`src/rtl/btn_event_arbiter_if.sv`:
```
// Event handshake bundle between the button arbiter and its consumer.
// master: drives evt_valid/evt_id, samples evt_ready; slave: the reverse.
interface btn_event_arbiter_if #(
    parameter int N_BTN = 4
) ();
    localparam int IW = $clog2(N_BTN);

    logic          evt_valid;
    logic          evt_ready;
    logic [IW-1:0] evt_id;

    modport master (
        output evt_valid,
        output evt_id,
        input  evt_ready
    );

    modport slave (
        input  evt_valid,
        input  evt_id,
        output evt_ready
    );
endinterface

```
`src/rtl/btn_event_arbiter.sv`:
```
// Synchronizes, debounces and edge-captures N push buttons, then serves
// pending presses round-robin over a valid/ready handshake.
// Ports: clk, rst (async, active-high), btn_in (raw levels),
//   overrun_clr (clear sticky overrun), btn_level (debounced levels),
//   overrun (a press was lost), evt (master: evt_valid/evt_id/evt_ready).
module btn_event_arbiter #(
    parameter int N_BTN      = 4,
    parameter int TICK_DIV   = 50000,
    parameter int STABLE_CNT = 3
) (
    input  logic                 clk,
    input  logic                 rst,
    input  logic [N_BTN-1:0]     btn_in,
    input  logic                 overrun_clr,
    output logic [N_BTN-1:0]     btn_level,
    output logic                 overrun,
    btn_event_arbiter_if.master  evt
);
    localparam int IW = $clog2(N_BTN);
    localparam int TW = $clog2(TICK_DIV);

    typedef enum logic {
        IDLE,
        PRESENT
    } state_t;

    logic [N_BTN-1:0]      sync_a;
    logic [N_BTN-1:0]      sync_b;
    logic [TW-1:0]         tcnt;
    logic                  tick;
    logic [N_BTN-1:0][3:0] scnt;
    logic [N_BTN-1:0][3:0] scnt_next;
    logic [N_BTN-1:0]      level_next;
    logic [N_BTN-1:0]      rise;
    logic [N_BTN-1:0]      pending;
    logic [N_BTN-1:0]      grant;
    logic [N_BTN-1:0]      lost;
    logic [IW-1:0]         last_grant;
    logic [IW-1:0]         lg_next;
    logic [IW-1:0]         id_next;
    logic [IW-1:0]         cand;
    logic                  found;
    state_t                state;
    state_t                state_next;

    // Two-flop synchronizer per button
    always_ff @(posedge clk or posedge rst) begin
        if (rst) begin
            sync_a <= '0;
            sync_b <= '0;
        end else begin
            sync_a <= btn_in;
            sync_b <= sync_a;
        end
    end

    // Shared sample-tick divider
    assign tick = (tcnt == TW'(TICK_DIV - 1));

    always_ff @(posedge clk or posedge rst) begin
        if (rst) begin
            tcnt <= '0;
        end else if (tick) begin
            tcnt <= '0;
        end else begin
            tcnt <= tcnt + TW'(1);
        end
    end

    // Debounce: a level is accepted after STABLE_CNT consecutive
    // differing samples; any agreeing sample restarts the count.
    always_comb begin
        level_next = btn_level;
        scnt_next  = scnt;
        rise       = '0;
        for (int i = 0; i < N_BTN; i++) begin
            if (tick) begin
                if (sync_b[i] == btn_level[i]) begin
                    scnt_next[i] = '0;
                end else if (scnt[i] + 4'd1 == 4'(STABLE_CNT)) begin
                    level_next[i] = sync_b[i];
                    scnt_next[i]  = '0;
                    rise[i]       = sync_b[i];
                end else begin
                    scnt_next[i] = scnt[i] + 4'd1;
                end
            end
        end
    end

    always_ff @(posedge clk or posedge rst) begin
        if (rst) begin
            btn_level <= '0;
            scnt      <= '0;
        end else begin
            btn_level <= level_next;
            scnt      <= scnt_next;
        end
    end

    // Scheduler: next state and round-robin winner search
    always_comb begin
        state_next = state;
        id_next    = evt.evt_id;
        lg_next    = last_grant;
        grant      = '0;
        found      = 1'b0;
        cand       = '0;
        case (state)
            IDLE: begin
                for (int k = 1; k <= N_BTN; k++) begin
                    cand = IW'((int'(last_grant) + k) % N_BTN);
                    if (!found && pending[cand]) begin
                        found       = 1'b1;
                        grant[cand] = 1'b1;
                        id_next     = cand;
                    end
                end
                if (found) begin
                    lg_next    = id_next;
                    state_next = PRESENT;
                end
            end
            PRESENT: begin
                if (evt.evt_ready) begin
                    state_next = IDLE;
                end
            end
            default: state_next = IDLE;
        endcase
    end

    always_ff @(posedge clk or posedge rst) begin
        if (rst) begin
            state      <= IDLE;
            evt.evt_id <= '0;
            last_grant <= IW'(N_BTN - 1);
        end else begin
            state      <= state_next;
            evt.evt_id <= id_next;
            last_grant <= lg_next;
        end
    end

    assign evt.evt_valid = (state == PRESENT);

    // A new press beats a same-cycle grant clear; it only counts as lost
    // if the bit stays pending through this edge.
    assign lost = rise & pending & ~grant;

    always_ff @(posedge clk or posedge rst) begin
        if (rst) begin
            pending <= '0;
            overrun <= 1'b0;
        end else begin
            pending <= (pending & ~grant) | rise;
            if (|lost) begin
                overrun <= 1'b1;
            end else if (overrun_clr) begin
                overrun <= 1'b0;
            end
        end
    end
endmodule

```
`src/flat_wrapper.sv`:
```
// flat-port wrapper written by rule: the top's interface ports become plain ports
module btn_event_arbiter_flat 
#(
    parameter int N_BTN      = 4,
    parameter int TICK_DIV   = 50000,
    parameter int STABLE_CNT = 3
)
  (clk, rst, btn_in, overrun_clr, btn_level, overrun, evt_evt_valid, evt_evt_id, evt_evt_ready);
  btn_event_arbiter_if #(.N_BTN(N_BTN)) evt_i ();
  input  logic clk;
  input  logic rst;
  input  logic [N_BTN-1:0] btn_in;
  input  logic overrun_clr;
  output logic [N_BTN-1:0] btn_level;
  output logic overrun;
  output wire logic [$bits(evt_i.evt_valid)-1:0] evt_evt_valid;
  output wire logic [$bits(evt_i.evt_id)-1:0] evt_evt_id;
  input wire logic [$bits(evt_i.evt_ready)-1:0] evt_evt_ready;
  assign evt_evt_valid = evt_i.evt_valid;
  assign evt_evt_id = evt_i.evt_id;
  assign evt_i.evt_ready = evt_evt_ready;
  btn_event_arbiter #(.N_BTN(N_BTN), .TICK_DIV(TICK_DIV), .STABLE_CNT(STABLE_CNT)) u_core (.clk(clk), .rst(rst), .btn_in(btn_in), .overrun_clr(overrun_clr), .btn_level(btn_level), .overrun(overrun), .evt(evt_i));
endmodule
```
`config.mk`:
```
export PLATFORM = sky130hd
export DESIGN_NAME = btn_event_arbiter_flat
export DESIGN_NICKNAME = d
export VERILOG_FILES = /design/src/rtl/btn_event_arbiter_if.sv /design/src/rtl/btn_event_arbiter.sv /design/src/flat_wrapper.sv
export SDC_FILE = /design/constraint.sdc
export NUM_CORES = 1
export LEC_CHECK = 0
export CAP_MARGIN = 20
export CORE_ASPECT_RATIO = 1.2
export CORE_UTILIZATION = 59
export DETAILED_ROUTE_END_ITERATION = 16
export HOLD_SLACK_MARGIN = 0.03
export PLACE_DENSITY_LB_ADDON = 0.05
export RECOVER_POWER = 100
export SLEW_MARGIN = 40
export SYNTH_ARGS = -nofsm -noshare
export SYNTH_HDL_FRONTEND = slang
export SYNTH_SLANG_ARGS = --single-unit
```
`constraint.sdc`:
```
create_clock -name clk -period 5.99 [get_ports clk]
set_input_delay 0.599 -clock clk [delete_from_list [all_inputs] [get_ports clk]]
set_output_delay 0.599 -clock clk [all_outputs]
set_load 0.05 [all_outputs]
```
# --- Word level (Yosys, flattened, before mapping) ---
# Cells that the tools add are included.
op_classes:
  add_sub_neg: 9
  n_lt_le_gt_ge: 8
  eq_ne: 9
  mux: 62
  bitwise: 13
  n_reduce_logical: 17
ops:
  columns: ["operator", "count"]
  rows:
  - ["$mux 4", 16]
  - ["$mux 1", 32]
  - ["$add 16x1->16 const B", 1]
  - ["$add 4x1->4 const B", 4]
  - ["$eq 16x16->1 const B", 1]
  - ["$eq 4x2->1 const B", 4]
  - ["$mux 16", 1]
  - ["$or 4x4->4", 4]
  - ["$and 4x4->4", 3]
  - ["$lt 2x3->1 const B", 4]
  - ["$reduce_and 3->1", 4]
  - ["$bmux 1 s2", 4]
  - ["$demux 1 s2", 4]
  - ["$ge 2x1->1 const B", 4]
  - ["$mux 2", 4]
  - ["$logic_and 1x1->1", 7]
  - ["$not 1->1", 5]
  - ["$add 2x1->2 const B", 2]
  - ["$add 2x2->2 const B", 2]
  - ["$eq 1x1->1", 4]
  - ["$not 4->4", 1]
  - ["$reduce_or 4->1", 1]
  - ["$logic_not 1->1", 3]
  - ["$pmux 1 s2", 1]
  - ["2 further kinds", 2]
word_totals:
  register_bits: 54
  in_bits: 8
  out_inout_bits: 8
  elab_cells: 134

# --- Logic depth before layout (Yosys ltp) ---
# Gate-level depths: netlist (run 1).
depth:
  ltp_word: 21
  depth_mapped: 12
  ltp_nobuf: 8

# --- Worst setup path before layout (run 1) ---
# No wires, ideal clock.
synth_timing:
  path_kind: "register to register"
  start: "reg u_core.last_grant[0]"
  end: "reg u_core.overrun"
  setup_time_ps: 69
  arrival_ps: 3410
  required_time_ps: 5921
  slack_ps: 2511
  path_stages_with_launch: 12
  path_buffers: 3
  path_cell_list: "dfstp_2 > clkbuf_1 > inv_1 > clkbuf_1 > ha_1 > clkbuf_1 > mux2i_1 > o22ai_1 > a2111o_1 > a221o_1 > or4_1 > nand3_1"
synth_via:
  elab_chain_cells: 21
  word_cells_on_any_way: 60
  classes_between: "add/sub: 4; order compare: 8; mux: 31; bitwise: 5; reduce/logical: 12"
synth_rtl:
  columns: ["item", "line", "source"]
  rows:
  - ["from (decl)", "btn_event_arbiter.sv:38", "logic [IW-1:0] last_grant;"]
  - ["from (signal assigned)", "btn_event_arbiter.sv:137", "last_grant <= IW'(N_BTN - 1);"]
  - ["from (signal assigned)", "btn_event_arbiter.sv:141", "last_grant <= lg_next;"]
  - ["parallel branches: the longest is 15 deep, another holds $lt 2x3->1", null, null]
  - ["$mux 4 *", "btn_event_arbiter.sv:113", "if (!found && pending[cand]) begin"]
  - ["$mux 4 *", "btn_event_arbiter.sv:109", "case (state)"]
  - ["$not 4->4 *", "btn_event_arbiter.sv:149", "assign lost = rise & pending & ~grant;"]
  - ["$and 4x4->4 *", "btn_event_arbiter.sv:149", null]
  - ["$reduce_or 4->1 *", "btn_event_arbiter.sv:157", "if (|lost) begin"]
  - ["$mux 1 / $reduce_bool 2->1 (equally long branches)", null, null]
  - ["to (signal assigned)", "btn_event_arbiter.sv:154", "overrun <= 1'b0;"]
  - ["to (signal assigned)", "btn_event_arbiter.sv:158", "overrun <= 1'b1;"]
  - ["to (signal assigned)", "btn_event_arbiter.sv:160", "overrun <= 1'b0;"]
  - ["to (decl)", "btn_event_arbiter.sv:16", "output logic overrun,"]
# Mark *: on every way between the ends. The select of a mux whose other input is x is not followed.
# A chain may end at the register's enable or synchronous reset.

# --- Final worst setup path (run 1) ---
# Same ends and word-level chain as after synthesis.

==> results_tabular.tex, run 1 <==
\begin{tabular}{lr}
\hline
Metric & Value \\
\hline
\multicolumn{2}{l}{\textbf{Placement}} \\
Placement Setup Slack & 2.34 ns \\
Post-detailed-placement cell area & 0.00340 mm2 \\
Gp weighted congestion & 0.910 \\
Count of input and output buffers & 15 \\
Detailed-placement wirelength estimate & 4260 um \\
\multicolumn{2}{l}{\textbf{Layout}} \\
Post-route cell area & 0.00349 mm2 \\
Sequential standard cell area & 0.00135 mm2 \\
Final \#Nets & 373 \\
Total inserted antenna cells & 0 \\
Area Growth Syn to Fin & 7.90\% \\
Area of combinational cells with multiple inputs & 0.00172 mm2 \\
Share of cells above drive strength 1 & 4.87\% \\
Number of inserted filler cells in the final layout & 438 \\
\multicolumn{2}{l}{\textbf{Clocking}} \\
Clock transition at the registers of the reported paths & 0.10 ns \\
Post-CTS Setup Inserts & 0 \\
Clock root buffer & sky130\_fd\_sc\_hd\_\_clkbuf\_8 \\
Number of hold buffers added after cts & 0 \\
Resized cells post-CTS & 0 \\
TritonCTS clock tree & yes \\
Number of H-tree levels & 2 \\
Clock Sinks & 54 \\
CTS buffer count & 5 \\
Clock Path Buffers & 2 \\
Worst-skew pair later-pin latency & 0.31 ns \\
\multicolumn{2}{l}{\textbf{Yosys}} \\
Number of synthesized flops with an enable pin & 0 \\
Count of warnings emitted by yosys & 0 \\
Largest family of logic cells by synthesized area & simple AND/OR/NAND/NOR gates \\
Synth unique cells & 61 \\
Share of the synthesized netlist area taken by xor and xnor gates & 4.88\% \\
Synthesized-area fraction occupied by and/or/nand/nor cells & 21.0\% \\
Average cell area after synthesis & 9.53 um2 \\
Total of flip-flops plus latches after synthesis & 54 \\
Top\_reg\_cell synth & sky130\_fd\_sc\_hd\_\_dfrtp\_1 \\
Complex-gate fraction of the synthesized area & 15.6\% \\
Post-Synth Adder-Cell Area & 6.58\% \\
Cells after synthesis & 339 \\
Net count after synthesis & 364 \\
Proportion of synthesized flip-flops having asynchronous set or reset & 100\% \\
Sequential cell area fraction in the yosys report & 41.9\% \\
Multiplexer share of the synthesized area & 5.65\% \\
Post-synthesis cell area & 0.00323 mm2 \\
\multicolumn{2}{l}{\textbf{Detailed routing}} \\
Number of detailed-route iterations in the first pass & 4 \\
Drt total wl & 6260 um \\
Post-route ant nets & 0 \\
Total number of vias & 2,497 \\
DRC violations left & 0 \\
Post-DR wirelength/cell & 15.2 um \\
Vias per inst & 6.08 \\
Number of DRC markers in iteration 0 & 178 \\
\multicolumn{2}{l}{\textbf{STA}} \\
Setup Total Neg Slack & 0 ns \\
Final period demand of the worst path & 4.09 ns \\
Fmax & 0.244 GHz \\
Number of endpoints failing setup at the final stage & 0 \\
Max-slew headroom at the worst pin & -90.6\% \\
Share of the clock period used by the worst path & 68.3\% \\
Post-route worst setup slack & 1.90 ns \\
Count of endpoints failing hold in the final timing report & 0 \\
Slew @ Worst Pin & 2.86 ns \\
Unrepaired setup endpoints after global routing & false \\
Post-route clock skew & 0.0106 ns \\
Tightest hold margin & 0.355 ns \\
Number of max-slew violations in the final report & 55 \\
\multicolumn{2}{l}{\textbf{Run}} \\
Maximum Capacitance Violations & 1 \\
\multicolumn{2}{l}{\textbf{Critical path}} \\
Endpoint arrival time on the critical path & 4.34 ns \\
Worst Setup Path Type & reg -> reg \\
Launching instance or port of the critical path & u\_core.last\_grant[0]\$\_DFFE\_PP1P\_ \\
Startpoint of the lowest-slack register-to-register path & u\_core.last\_grant[0]\$\_DFFE\_PP1P\_ \\
Top fanout value on the critical path & 30 \\
Worst path cell trace & inv\_1 > ha\_1 > mux2i\_1 > o22ai\_1 > a2111o\_1 > a221o\_1 > or4\_1 > nand3\_1 \\
Cell type of the slowest stage on the worst timing path & sky130\_fd\_sc\_hd\_\_dfstp\_1 \\
Req. time, crit path & 6.24 ns \\
Worst Setup End Kind & flop \\
Critical Path Max Stage Delay & 1.10 ns \\
Startpoint class of the critical path & flop \\
\multicolumn{2}{l}{\textbf{Global route}} \\
First-pass GRT wire length & 10,800 um \\
Met2 Resource Use GR & 37.5\% \\
Busiest metal layer after global routing & met2 \\
Maximum number of pins on one net before global-route repair & 55 \\
Overall overflow remaining after global route & 0 \\
Global routing usage on met1 & 30.5\% \\
Number of antenna violations at the first check in global routing & 0 \\
Gr usage total & 22.9\% \\
Vias in the first global route & 2,391 \\
Met3 global-route usage & 3.76\% \\
\multicolumn{2}{l}{\textbf{Die}} \\
Area enclosed by the die boundary & 0.00578 mm2 \\
Placeable core area & 0.00530 mm2 \\
I/O pin count & 16 \\
Number of core rows & 29 \\
Starting density of the core & 61.0\% \\
Die boundary height & 83.1 um \\
DIE WIDTH & 69.6 um \\
\multicolumn{2}{l}{\textbf{Pwr}} \\
Overall power consumption & 0.626 mW \\
Leakage power summed over all cells & 1.57 nW \\
Max IR drop VDD & 0.141 mV \\
Power Density & 179 mW/mm2 \\
\multicolumn{2}{l}{\textbf{Outcome}} \\
Status & finished, violations left \\
Failing checks & capacitance limit, slew limit \\
\multicolumn{2}{l}{\textbf{Worst hold path}} \\
Hold WC Path Type & reg -> reg \\
Hold Startpoint & u\_core.sync\_a[1]\$\_DFF\_PP0\_ \\
\hline
\end{tabular}
## final timing paths
path	to	slack [ns]	depth (start not counted)
worst max-delay path	u_core.overrun$_DFFE_PP0P_	1.90	8
max in group asynchronous	u_core.tcnt[3]$_DFF_PP0_	2.57	3
worst min register to register	u_core.sync_b[1]$_DFF_PP0_	0.35	0
worst max register to register	u_core.overrun$_DFFE_PP0P_	1.90	8
min in group asynchronous	u_core.btn_level[0]$_DFFE_PP0P_	1.81	3
worst min-delay path	u_core.sync_b[1]$_DFF_PP0_	0.35	0
## layout make-up
| cell class | instances | area share [%] |
|---|---|---|
| clock buffer | 7 | 2.19 |
| clock inverter | 1 | 0.861 |
| inverter | 18 | 1.94 |
| multi-input combinational | 252 | 49.4 |
| sequential | 54 | 38.8 |
| tap | 62 | 2.22 |
| timing repair buffer | 17 | 4.52 |
## cell usage after synthesis (7+ instances only)
library cell               count  area [um2]
sky130_fd_sc_hd__a21oi_1      11        55.1
sky130_fd_sc_hd__clkbuf_1     11        41.3
sky130_fd_sc_hd__dfrtp_1      52        1300
sky130_fd_sc_hd__ha_1         17         213
sky130_fd_sc_hd__inv_1        18        67.6
sky130_fd_sc_hd__mux2i_1       7        70.1
sky130_fd_sc_hd__nand2_1      31         116
sky130_fd_sc_hd__nand2b_1      7        43.8
sky130_fd_sc_hd__nand3_1      14        70.1
sky130_fd_sc_hd__nor2_1       24        90.1
sky130_fd_sc_hd__nor3_1       10        50.1
sky130_fd_sc_hd__o21ai_0      14        70.1
sky130_fd_sc_hd__o21ai_1      12        60.1
sky130_fd_sc_hd__xnor2_1       7        61.3
sky130_fd_sc_hd__xor2_1       11        96.3
## logic make-up after synthesis
kind of cell             after synthesis
AO/OA/AOI/OAI                         76
XOR/XNOR                              18
adder cells (fa/ha/maj)               17
buffers and inverters                 33
flip-flops                            54
multiplexers                          16
AND/OR/NAND/NOR                      125
## critical path: cells and delay by family (launching register included)
family | cells | cell delay [ns]
DFF | 1 | 1.10
AOI/OAI and AO/OA | 3 | 0.87
adders and majority gates | 1 | 0.61
and+or+nand+nor | 2 | 0.55
buffers and inverters | 1 | 0.49
muxes | 1 | 0.41
## metrics by stage
stage               utilization [%]  instances
floorplan                         -        339
finish                         65.8        411
global placement               64.2        403
CTS                            66.2        411
detailed placement             64.2        403
global route                   65.8        411
## layer usage
layer | vias to the layer above | routed length, um
met5 | - | 0
met4 | 0 | 72
met3 | 7 | 242
met2 | 59 | 3050
met1 | 1201 | 2900
li1 | 1230 | -
## flip-flops by register name, indices dropped and copies added, names as in the netlist
name                  count
u_core.scnt              16
u_core.last_grant         2
u_core.btn_level          4
u_core.evt.evt_id         2
u_core.tcnt              16
u_core.pending            4
u_core.evt.evt_valid      1
u_core.sync_b             4
u_core.sync_a             4
u_core.overrun            1
## layout by cell type (no fill, tap or decap), types with 11 or more instances in the layout
cell	netlist	layout
sky130_fd_sc_hd__dfrtp_1	52	52
sky130_fd_sc_hd__nand2_1	31	31
sky130_fd_sc_hd__nor2_1	24	24
sky130_fd_sc_hd__o21ai_0	14	21
sky130_fd_sc_hd__inv_1	18	17
sky130_fd_sc_hd__ha_1	17	17
sky130_fd_sc_hd__nand3_1	14	14
sky130_fd_sc_hd__dlygate4sd3_1	0	13
sky130_fd_sc_hd__nor3_1	10	11
sky130_fd_sc_hd__xor2_1	11	11
sky130_fd_sc_hd__a21oi_1	11	11
## where the power goes
group          total [mW]  internal (mW)  leakage (nW)  switching (mW)
clock               0.242          0.125        0.0524           0.116
sequential          0.369          0.367         0.715         0.00150
combinational      0.0155        0.00537         0.803          0.0102
total               0.626          0.498          1.57           0.128
(Power assumes the default switching activity.)
==> run 2, diff against run 1 <==
Settings changed: CORE_UTILIZATION 59 to 54.
Clock period 5.99 ns to 3.5 ns, I/O delays scaled along.
==> run 2 against run 1 <==
Effect of this change:
- the flow now finishes without violations
- largest power group unchanged
- sequential share of layout area fell by 0.29 points
- clock power rose by 68%
- critical endpoint unchanged
- worst hold slack improved by 0.0012 ns
- maximum frequency rose by 31%
==> results_tabular.tex, run 2 (synthesis gave the netlist of run 1 again) <==
\begin{tabular}{lr}
\hline
Metric & Value \\
\hline
\multicolumn{2}{l}{\textbf{Outcome}} \\
Status & finished clean \\
\multicolumn{2}{l}{\textbf{Global route}} \\
First-pass GRT wire length & 10,600 um \\
Overall overflow remaining after global route & 0 \\
Maximum number of pins on one net before global-route repair & 34 \\
Number of antenna violations at the first check in global routing & 0 \\
Gr usage total & 21.5\% \\
Vias in the first global route & 2,372 \\
\multicolumn{2}{l}{\textbf{Die}} \\
DIE WIDTH & 72.6 um \\
I/O pin count & 16 \\
Placeable core area & 0.00571 mm2 \\
Number of core rows & 30 \\
Starting density of the core & 56.6\% \\
Die boundary height & 86.7 um \\
Area enclosed by the die boundary & 0.00630 mm2 \\
\multicolumn{2}{l}{\textbf{Pwr}} \\
Leakage power summed over all cells & 1.58 nW \\
Switching power as a share of total power & 19.9\% \\
Internal portion of total power & 0.851 mW \\
Part of the total power dissipated in sequential elements & 59.3\% \\
Max IR drop VDD & 0.286 mV \\
Power Density & 303 mW/mm2 \\
Power share of the combinational group & 2.4\% \\
Overall power consumption & 1.06 mW \\
Switching power total & 0.212 mW \\
Proportion of power drawn by the clock network & 38.3\% \\
\multicolumn{2}{l}{\textbf{STA}} \\
Final period demand of the worst path & 3.12 ns \\
Post-route clock skew & 0.00861 ns \\
Share of the clock period used by the worst path & 89.2\% \\
Number of endpoints failing setup at the final stage & 0 \\
Unrepaired setup endpoints after global routing & false \\
Count of endpoints failing hold in the final timing report & 0 \\
Slew @ Worst Pin & 1.21 ns \\
Number of max-slew violations in the final report & 0 \\
Setup Total Neg Slack & 0 ns \\
Fmax & 0.320 GHz \\
Max-slew headroom at the worst pin & 19.3\% \\
\multicolumn{2}{l}{\textbf{Critical path}} \\
Crit-path leading delay family & simple AND/OR/NAND/NOR gates \\
Critical Path Max Stage Delay & 0.63 ns \\
Number of buffers and inverters on the critical path & 1 \\
Reg-to-reg critical path endpoint & u\_core.overrun\$\_DFFE\_PP0P\_ \\
Worst Setup End Kind & flop \\
Req. time, crit path & 3.75 ns \\
Worst path cell trace & clkbuf\_1 > mux2\_1 > and3\_1 > a2111o\_1 > a221o\_1 > or4\_1 > nand3\_1 \\
Startpoint of the lowest-slack register-to-register path & u\_core.last\_grant[1]\$\_DFFE\_PP1P\_ \\
Startpoint class of the critical path & flop \\
Endpoint arrival time on the critical path & 3.37 ns \\
Cell type of the slowest stage on the worst timing path & sky130\_fd\_sc\_hd\_\_clkbuf\_1 \\
Top fanout value on the critical path & 16 \\
Worst reg-to-reg path cell count & 7 \\
Slack of the worst reg-to-reg path & 0.38 ns \\
Worst Setup Path Type & reg -> reg \\
\multicolumn{2}{l}{\textbf{Placement}} \\
Count of input and output buffers & 15 \\
Placed cell count & 424 \\
Post-detailed-placement cell area & 0.00345 mm2 \\
Detailed-placement wirelength estimate & 4340 um \\
Gp weighted congestion & 0.823 \\
\multicolumn{2}{l}{\textbf{Clocking}} \\
Number of H-tree levels & 2 \\
Resized cells post-CTS & 0 \\
Worst-skew pair later-pin latency & 0.30 ns \\
TritonCTS clock tree & yes \\
Clock root buffer & sky130\_fd\_sc\_hd\_\_clkbuf\_8 \\
Clock Sinks & 54 \\
Post-CTS Setup Inserts & 0 \\
Number of hold buffers added after cts & 0 \\
Clock Path Buffers & 2 \\
Clock transition at the registers of the reported paths & 0.09 ns \\
CTS buffer count & 5 \\
\multicolumn{2}{l}{\textbf{Layout}} \\
Commonest cells after routing, fill and taps aside & sky130\_fd\_sc\_hd\_\_dfrtp\_1, sky130\_fd\_sc\_hd\_\_nand2\_1, sky130\_fd\_sc\_hd\_\_nor2\_1, sky130\_fd\_sc\_hd\_\_o21ai\_0, sky130\_fd\_sc\_hd\_\_inv\_1 \\
Most common cell after layout, fill and taps aside & sky130\_fd\_sc\_hd\_\_dfrtp\_1 \\
Area of combinational cells with multiple inputs & 0.00171 mm2 \\
Area Growth Syn to Fin & 8.71\% \\
Share of cells above drive strength 1 & 5.11\% \\
Number of inserted filler cells in the final layout & 511 \\
Sequential standard cell area & 0.00135 mm2 \\
Post-route cell area & 0.00351 mm2 \\
Final cell count without fillers & 432 \\
Total inserted antenna cells & 0 \\
Biggest regs & u\_core.scnt (16), u\_core.tcnt (16) \\
Final \#Nets & 376 \\
\multicolumn{2}{l}{\textbf{Detailed routing}} \\
Number of detailed-route iterations in the first pass & 4 \\
Vias per inst & 5.73 \\
DRC violations left & 0 \\
Total number of vias & 2,477 \\
Post-route ant nets & 0 \\
Drt total wl & 6200 um \\
Post-DR wirelength/cell & 14.4 um \\
Number of DRC markers in iteration 0 & 190 \\
\multicolumn{2}{l}{\textbf{Worst hold path}} \\
Hold Path Stages & 0 \\
Endpoint of the worst hold-timing path & u\_core.sync\_b[2]\$\_DFF\_PP0\_ \\
Hold Startpoint & u\_core.sync\_a[2]\$\_DFF\_PP0\_ \\
Hold WC Path Type & reg -> reg \\
\multicolumn{2}{l}{\textbf{Run}} \\
Maximum Capacitance Violations & 0 \\
\hline
\end{tabular}
## run 2: metal layers
layer	global-route usage [%]	up-vias	routed length (um)
met4	8.20	0	72
met2	35.8	41	3100
met3	3.60	6	207
met5	0	-	0
met1	28.0	1187	2830
li1	-	1243	-
## run 2: per-stage QoR
step           hold slack (ns)  setup WS [ns]  utilization, %
2_1_floorplan            0.331         0.0207               -
3_3_place_gp             0.331          0.589            60.4
3_5_place_dp             0.335          0.523            60.4
4_1_cts                  0.355          0.505            62.3
5_1_grt                  0.366          0.208            61.6
6_report                 0.356          0.378            61.6
## run 2: power groups by stage
| stage | logic (mW) | clock network (mW) | registers [mW] |
|---|---|---|---|
| floorplan | 0.0158 | 0 | 0.642 |
| global placement | 0.0291 | 0 | 0.643 |
| detailed placement | 0.0293 | 0 | 0.643 |
| CTS | 0.0294 | 0.421 | 0.631 |
| global route | 0.0309 | 0.445 | 0.631 |
| finish | 0.0259 | 0.407 | 0.631 |
## run 2: worst max path at each step
stage / to / slack [ns] / startpoint / depth (start not counted)
final: u_core.overrun$_DFFE_PP0P_ / 0.38 / u_core.last_grant[1]$_DFFE_PP1P_ / 7
after global routing: u_core.overrun$_DFFE_PP0P_ / 0.21 / u_core.tcnt[10]$_DFF_PP0_ / 6
after CTS: u_core.overrun$_DFFE_PP0P_ / 0.51 / u_core.last_grant[1]$_DFFE_PP1P_ / 8
after detailed placement: u_core.overrun$_DFFE_PP0P_ / 0.52 / u_core.last_grant[1]$_DFFE_PP1P_ / 8
after global placement: u_core.overrun$_DFFE_PP0P_ / 0.59 / u_core.last_grant[1]$_DFFE_PP1P_ / 8
after floorplan: u_core.overrun$_DFFE_PP0P_ / 0.02 / u_core.last_grant[0]$_DFFE_PP1P_ / 11
## run 2: final cells by class
| class | count | share of cell area [%] |
|---|---|---|
| timing repair buffer | 20 | 5.02 |
| clock inverter | 1 | 0.855 |
| tap | 80 | 2.85 |
| multi-input combinational | 252 | 48.6 |
| clock buffer | 7 | 2.17 |
| sequential | 54 | 38.5 |
| inverter | 18 | 1.92 |
